**config.mk**
```make
export PLATFORM = sky130hd
export DESIGN_NAME = mandelbrot_engine
export DESIGN_NICKNAME = d
export VERILOG_FILES = /design/src/rtl/mandelbrot_engine.sv
export SDC_FILE = /design/constraint.sdc
export NUM_CORES = 2
export LEC_CHECK = 0
export ABC_AREA = 1
export BUFFER_PORTS_ARGS = -buffer_cell sky130_fd_sc_hd__buf_4
export CORE_MARGIN = 2
export CORE_UTILIZATION = 50
export DETAILED_ROUTE_END_ITERATION = 16
export PLACE_DENSITY = 0.65
export SYNTH_ARGS = -nofsm -noshare
export SYNTH_HDL_FRONTEND = slang
export SYNTH_SLANG_ARGS = --single-unit
```
**constraint.sdc**
```tcl
create_clock -name clk -period 8.1 [get_ports clk]
set_clock_uncertainty 0.15 [all_clocks]
set_input_delay 0.405 -clock clk [delete_from_list [all_inputs] [get_ports clk]]
set_output_delay 0.405 -clock clk [all_outputs]
set_load 0.02 [all_outputs]
```
**src/rtl/mandelbrot_engine.sv**
```systemverilog
// mandelbrot_engine: iterates z <= z^2 + c in signed fixed point (Q(W-F).F)
// until |z|^2 >= 4.0 or the iteration limit is reached, then holds the
// result (in_set, iterations) behind a valid/ready handshake.
// Optional feature macro: MANDEL_JULIA_EN adds z_real_in / z_imag_in so the
// starting z is supplied with the job (Julia mode); without it z starts at 0.
module mandelbrot_engine #(
    parameter int FIXED_POINT_WIDTH = 16,
    parameter int FRAC_BITS         = 12,
    parameter int ITER_WIDTH        = 8
) (
    input  logic                                clk,
    input  logic                                nrst,
    input  logic                                start,
    output logic                                start_ready,
    input  logic signed [FIXED_POINT_WIDTH-1:0] c_real_in,
    input  logic signed [FIXED_POINT_WIDTH-1:0] c_imag_in,
`ifdef MANDEL_JULIA_EN
    input  logic signed [FIXED_POINT_WIDTH-1:0] z_real_in,
    input  logic signed [FIXED_POINT_WIDTH-1:0] z_imag_in,
`endif
    input  logic [ITER_WIDTH-1:0]               max_iter_in,
    output logic                                busy,
    output logic                                res_valid,
    input  logic                                res_ready,
    output logic                                in_set,
    output logic [ITER_WIDTH-1:0]               iterations
);

    localparam int W  = FIXED_POINT_WIDTH;
    localparam int MW = 2 * FIXED_POINT_WIDTH + 1;

    // 4.0 expressed in the scale of a product of two fixed-point values
    localparam logic signed [MW-1:0] ESC_LIMIT = MW'(3'd4) << (2 * FRAC_BITS);

    typedef enum logic [1:0] {
        ST_IDLE    = 2'd0,
        ST_ITERATE = 2'd1,
        ST_DONE    = 2'd2
    } state_t;

    state_t state_r;
    state_t state_nxt_s;

    logic signed [W-1:0]     zr_r;
    logic signed [W-1:0]     zi_r;
    logic signed [W-1:0]     cr_r;
    logic signed [W-1:0]     ci_r;
    logic [ITER_WIDTH-1:0]   limit_r;
    logic [ITER_WIDTH-1:0]   count_r;
    logic                    in_set_r;
    logic [ITER_WIDTH-1:0]   iter_r;
    logic                    busy_r;
    logic                    res_valid_r;

    logic                    start_ready_s;
    logic                    accept_s;
    logic                    escape_s;
    logic                    limit_hit_s;
    logic signed [W-1:0]     z_init_re_s;
    logic signed [W-1:0]     z_init_im_s;

    // Full-precision datapath terms: operands sign-extended to the product width
    logic signed [2*W-1:0]   zr_ext_s;
    logic signed [2*W-1:0]   zi_ext_s;
    logic signed [2*W-1:0]   zr_sq_s;
    logic signed [2*W-1:0]   zi_sq_s;
    logic signed [2*W-1:0]   zrzi_s;
    logic signed [MW-1:0]    mag_s;
    logic signed [MW-1:0]    diff_s;
    logic signed [MW-1:0]    dbl_s;
    logic signed [W-1:0]     zr_nxt_s;
    logic signed [W-1:0]     zi_nxt_s;

`ifdef MANDEL_JULIA_EN
    assign z_init_re_s = z_real_in;
    assign z_init_im_s = z_imag_in;
`else
    assign z_init_re_s = {W{1'b0}};
    assign z_init_im_s = {W{1'b0}};
`endif

    assign zr_ext_s = {{W{zr_r[W-1]}}, zr_r};
    assign zi_ext_s = {{W{zi_r[W-1]}}, zi_r};
    assign zr_sq_s  = zr_ext_s * zr_ext_s;
    assign zi_sq_s  = zi_ext_s * zi_ext_s;
    assign zrzi_s   = zr_ext_s * zi_ext_s;

    // Sum and difference get one guard bit so nothing is lost before the shift
    assign mag_s    = {zr_sq_s[2*W-1], zr_sq_s} + {zi_sq_s[2*W-1], zi_sq_s};
    assign diff_s   = {zr_sq_s[2*W-1], zr_sq_s} - {zi_sq_s[2*W-1], zi_sq_s};
    assign dbl_s    = {zrzi_s, 1'b0};

    // Rescale, wrap to the value width, then add c (wrapping add)
    assign zr_nxt_s = W'(diff_s >>> FRAC_BITS) + cr_r;
    assign zi_nxt_s = W'(dbl_s >>> FRAC_BITS) + ci_r;

    assign escape_s    = (mag_s >= ESC_LIMIT);
    assign limit_hit_s = (count_r == limit_r);

    assign start_ready_s = (state_r == ST_IDLE) || ((state_r == ST_DONE) && res_ready);
    assign accept_s      = start && start_ready_s;

    assign start_ready = start_ready_s;
    assign busy        = busy_r;
    assign res_valid   = res_valid_r;
    assign in_set      = in_set_r;
    assign iterations  = iter_r;

    // Next-state decode: escape or limit ends a job; DONE waits for the consumer
    always_comb begin
        state_nxt_s = state_r;
        case (state_r)
            ST_IDLE: begin
                if (start) begin
                    state_nxt_s = ST_ITERATE;
                end else begin
                    state_nxt_s = ST_IDLE;
                end
            end
            ST_ITERATE: begin
                if (escape_s || limit_hit_s) begin
                    state_nxt_s = ST_DONE;
                end else begin
                    state_nxt_s = ST_ITERATE;
                end
            end
            ST_DONE: begin
                if (res_ready && start) begin
                    state_nxt_s = ST_ITERATE;
                end else if (res_ready) begin
                    state_nxt_s = ST_IDLE;
                end else begin
                    state_nxt_s = ST_DONE;
                end
            end
            default: begin
                state_nxt_s = ST_IDLE;
            end
        endcase
    end

    // State register plus registered busy / res_valid decoded from the next state
    always_ff @(posedge clk or negedge nrst) begin
        if (!nrst) begin
            state_r     <= ST_IDLE;
            busy_r      <= 1'b0;
            res_valid_r <= 1'b0;
        end else begin
            state_r     <= state_nxt_s;
            busy_r      <= (state_nxt_s == ST_ITERATE);
            res_valid_r <= (state_nxt_s == ST_DONE);
        end
    end

    // Job capture, per-cycle iteration and result capture on termination
    always_ff @(posedge clk or negedge nrst) begin
        if (!nrst) begin
            zr_r     <= {W{1'b0}};
            zi_r     <= {W{1'b0}};
            cr_r     <= {W{1'b0}};
            ci_r     <= {W{1'b0}};
            limit_r  <= {ITER_WIDTH{1'b0}};
            count_r  <= {ITER_WIDTH{1'b0}};
            in_set_r <= 1'b0;
            iter_r   <= {ITER_WIDTH{1'b0}};
        end else if (accept_s) begin
            zr_r    <= z_init_re_s;
            zi_r    <= z_init_im_s;
            cr_r    <= c_real_in;
            ci_r    <= c_imag_in;
            limit_r <= max_iter_in;
            count_r <= {ITER_WIDTH{1'b0}};
        end else if (state_r == ST_ITERATE) begin
            if (escape_s) begin
                in_set_r <= 1'b0;
                iter_r   <= count_r;
            end else if (limit_hit_s) begin
                in_set_r <= 1'b1;
                iter_r   <= count_r;
            end else begin
                zr_r    <= zr_nxt_s;
                zi_r    <= zi_nxt_s;
                count_r <= count_r + ITER_WIDTH'(1'b1);
            end
        end
    end

endmodule

```
==> flow_metrics.py <==
metrics = {
    "floorplan": {
        "core_area_mm2": 0.0699,
        "dieArea_mm2": 0.0725,
        "fp.dieH_um": 269,
        "rows": 97,
        "ios": 56,
        "initial_core_util": 0.503,
        "chipWidth_um": 269,
    },
    "global_routing": {
        "grt_pass1_wl_mm": 161,
        "grt_max_degree": 68,
        "antenna_found_initial": 0,
        "grt_usage": 0.278,
        "grt_pass1_vias": 31638,
        "grt-ovfl-total": 0,
    },
    "setup_path": {
        "crit_buf_inv": 10,
        "cp.required_ns": 8.28,
        "startpoint_type": "flip-flop",
        "r2r_slack_ns": -0.40,
        "cp_top_family": "adder cells",
        "worst-setup-path-type": "reg -> reg",
        "cp_slowest_cell": "fa_2",
        "max_stage_delay_ns": 0.60,
        "end_kind": "flip-flop",
        "crit_arrival_ns": 8.69,
        "path_max_fanout": 6,
    },
    "cells_and_area": {
        "drive_gt1_frac": 0.247,
        "fin_cells": 6123,
        "syn_to_final_growth_pct": 27.0,
        "seqCellArea_mm2": 0.00235,
        "stdcell_area_mm2": 0.0447,
        "nets": 6252,
        "antennaDiodeCount": 0,
        "multi_input_area_mm2": 0.0297,
        "n_fill_cell": 5988,
    },
    "timing": {
        "finalCriticalPeriod_ns": 8.50,
        "hold_viol": 0,
        "worstMarginPinSlew_ns": 0.961,
        "period_share": 1.05,
        "rsz0062_at_grt": "true",
        "setup_viol": 53,
        "fmax_mhz": 118,
        "worst_slack_ns": -0.402,
        "slew-limit-headroom": 0.359,
        "report.final.slew_viol_count": 0,
    },
    "yosys": {
        "synth-edff-count": 0,
        "syn-num-nets": 5641,
        "netlist_instances": 4567,
        "syn_area_mm2": 0.0352,
        "synth_area_per_cell_um2": 7.71,
        "ys_async_sr_fraction": 1.00,
        "synth_cell_types": 46,
        "synth_top_area_frac": 0.396,
        "synth-seq-cells": 93,
        "yosysMostFrequentCell": "inv_1",
        "ys_warn_count": 0,
        "synth_top_cell_by_area": "fa_1",
        "ys_top_cells_by_area": "fa_1 40%, inv_1 14%, ha_1 12%",
        "synth.top_cells.by_count": "1,330 x inv_1, 1,104 x nand2_1, 696 x fa_1",
        "synth_ff_type": "dfrtp_1",
        "seq_area_frac_synth": 0.0661,
    },
    "routing": {
        "ant_nets": 0,
        "drc": 0,
        "drt-total-wl_mm": 100,
        "num_vias": 30342,
        "drt_first_iter_violations": 1814,
        "vias_per_cell": 4.96,
        "avgRoutedWirePerCell_um": 16.4,
        "firstDrtPassIters": 6,
    },
    "clock_tree": {
        "clk_latency_ns": 0.40,
        "cts_max_level": 3,
        "cts_buffers": 9,
        "cts_buffer_depth": 2,
        "clockRootBuffer": "clkbuf_16",
        "clk_pin_slew_ns": 0.08,
        "clock-sinks": 93,
        "cts_tree": "yes",
    },
    "placement": {
        "dp_hpwl_mm": 81.6,
        "place_area_mm2": 0.0408,
        "gp_congestion": 0.973,
        "dp.cells": 6008,
        "place.port_buffers": 55,
    },
    "run_status": {
        "violations": "setup timing",
        "status": "complete, but fails checks",
    },
    "min_path": {
        "hold_path_class": "in -> reg",
    },
    "job": {
        "cap_violations": 0,
    },
}
repair_timing:
item	4_1_cts	5_1_grt
gates cloned	1	5
endpoints found under the setup margin	53	53
endpoints found under the hold margin	29	0
hold buffers	1	0
pin swaps	83	226
gates resized for setup	176	478
buffers inserted	32	62
sequential cells by signal (all words and copies together), names as in the netlist:
signal and cells:
ci_r 16, cr_r 16, zi_r 16, zr_r 16, count_r 8, iterations 8
limit_r 8, state_r 2, busy 1, in_set 1, res_valid 1
kinds of logic (layout without fill, tap and decap cells):
| group | count (synthesis) | count (layout) | synth area share |
|---|---|---|---|
| AND/OR/NAND/NOR | 1511 | 1512 | 0.175 |
| buffers and inverters | 1485 | 2100 | 0.159 |
| adder cells (fa/ha/maj) | 1030 | 1030 | 0.515 |
| AO/OA/AOI/OAI | 294 | 294 | 0.0465 |
| XOR/XNOR | 154 | 154 | 0.0383 |
| flip-flops | 93 | 93 | 0.0661 |
through the flow:
stage / utilization / hold slack (ns) / TNS, ns / worst slack (ns)
5_1_grt: 0.639 / 0.0532 / -31.68 / -0.720
3_3_place_gp: 0.584 / 0.239 / -30.17 / -0.631
6_report: 0.639 / 0.0462 / -12.61 / -0.402
3_5_place_dp: 0.584 / 0.237 / -31.12 / -0.783
4_1_cts: 0.604 / 0.0447 / -8.90 / -0.248
2_1_floorplan: - / -0.0406 / 0 / 0.00201
layout by cell type, fill, tap and decap left out, types with 10 or more instances in the layout:
master / instances
inv_1: 1269
nand2_1: 978
buf_4: 680
fa_1: 673
ha_1: 284
nor2_1: 138
nand2_2: 110
nand3_1: 104
a21oi_1: 100
xor2_1: 92
dfrtp_1: 71
inv_2: 57
a21oi_2: 50
ha_4: 47
buf_6: 46
nand2_4: 40
o21ai_0: 35
xnor2_1: 31
nand4_1: 28
fa_2: 23
dfrtp_2: 22
a21o_1: 21
nor2_2: 21
o21ai_2: 18
nand3_2: 17
buf_12: 16
o21ai_1: 14
nor3_1: 14
clkbuf_16: 13
nor2_4: 12
xor2_4: 10
xor2_2: 10
or2_2: 10
worst reg2reg max path: cells and delay by family (launching register included):
family	cells	cell delay (ns)
buf+inv	10	1.07
flops	1	0.49
simple gates	17	1.74
xor+xnor	3	0.54
compound gates	3	0.54
fa+ha+maj	9	3.91
layout make-up:
class,instances,share of cell area
Clock buffer,9,0.00504
Clock inverter,7,0.00210
Inverter,1335,0.113
Multi-Input combinational cell,2990,0.665
Sequential cell,93,0.0527
Tap cell,940,0.0263
Timing Repair Buffer,749,0.136
worst paths after layout:
kind,startpoint,end,cells after the start
setup / recovery,zr_r[10],zr_r[15],42
hold / removal,c_real_in[15],cr_r[15],3
setup reg to reg,zr_r[10],zr_r[15],42
hold reg to reg,ci_r[14],ci_r[14],2
max in group asynchronous,nrst,zr_r[12],3
min in group asynchronous,nrst,ci_r[15],2
per-layer routing:
layer	global-route usage	share of wire	wire [um]	vias up
met3	0.0287	0.048	4800	165
met4	0.0806	0.036	3610	0
met5	0	0	0	-
met1	0.375	0.42	42300	15097
li1	-	-	-	14365
met2	0.474	0.49	49700	715
Power is not shown: default switching activity piles up to over one toggle a cycle in this logic, so the estimate is an artifact.
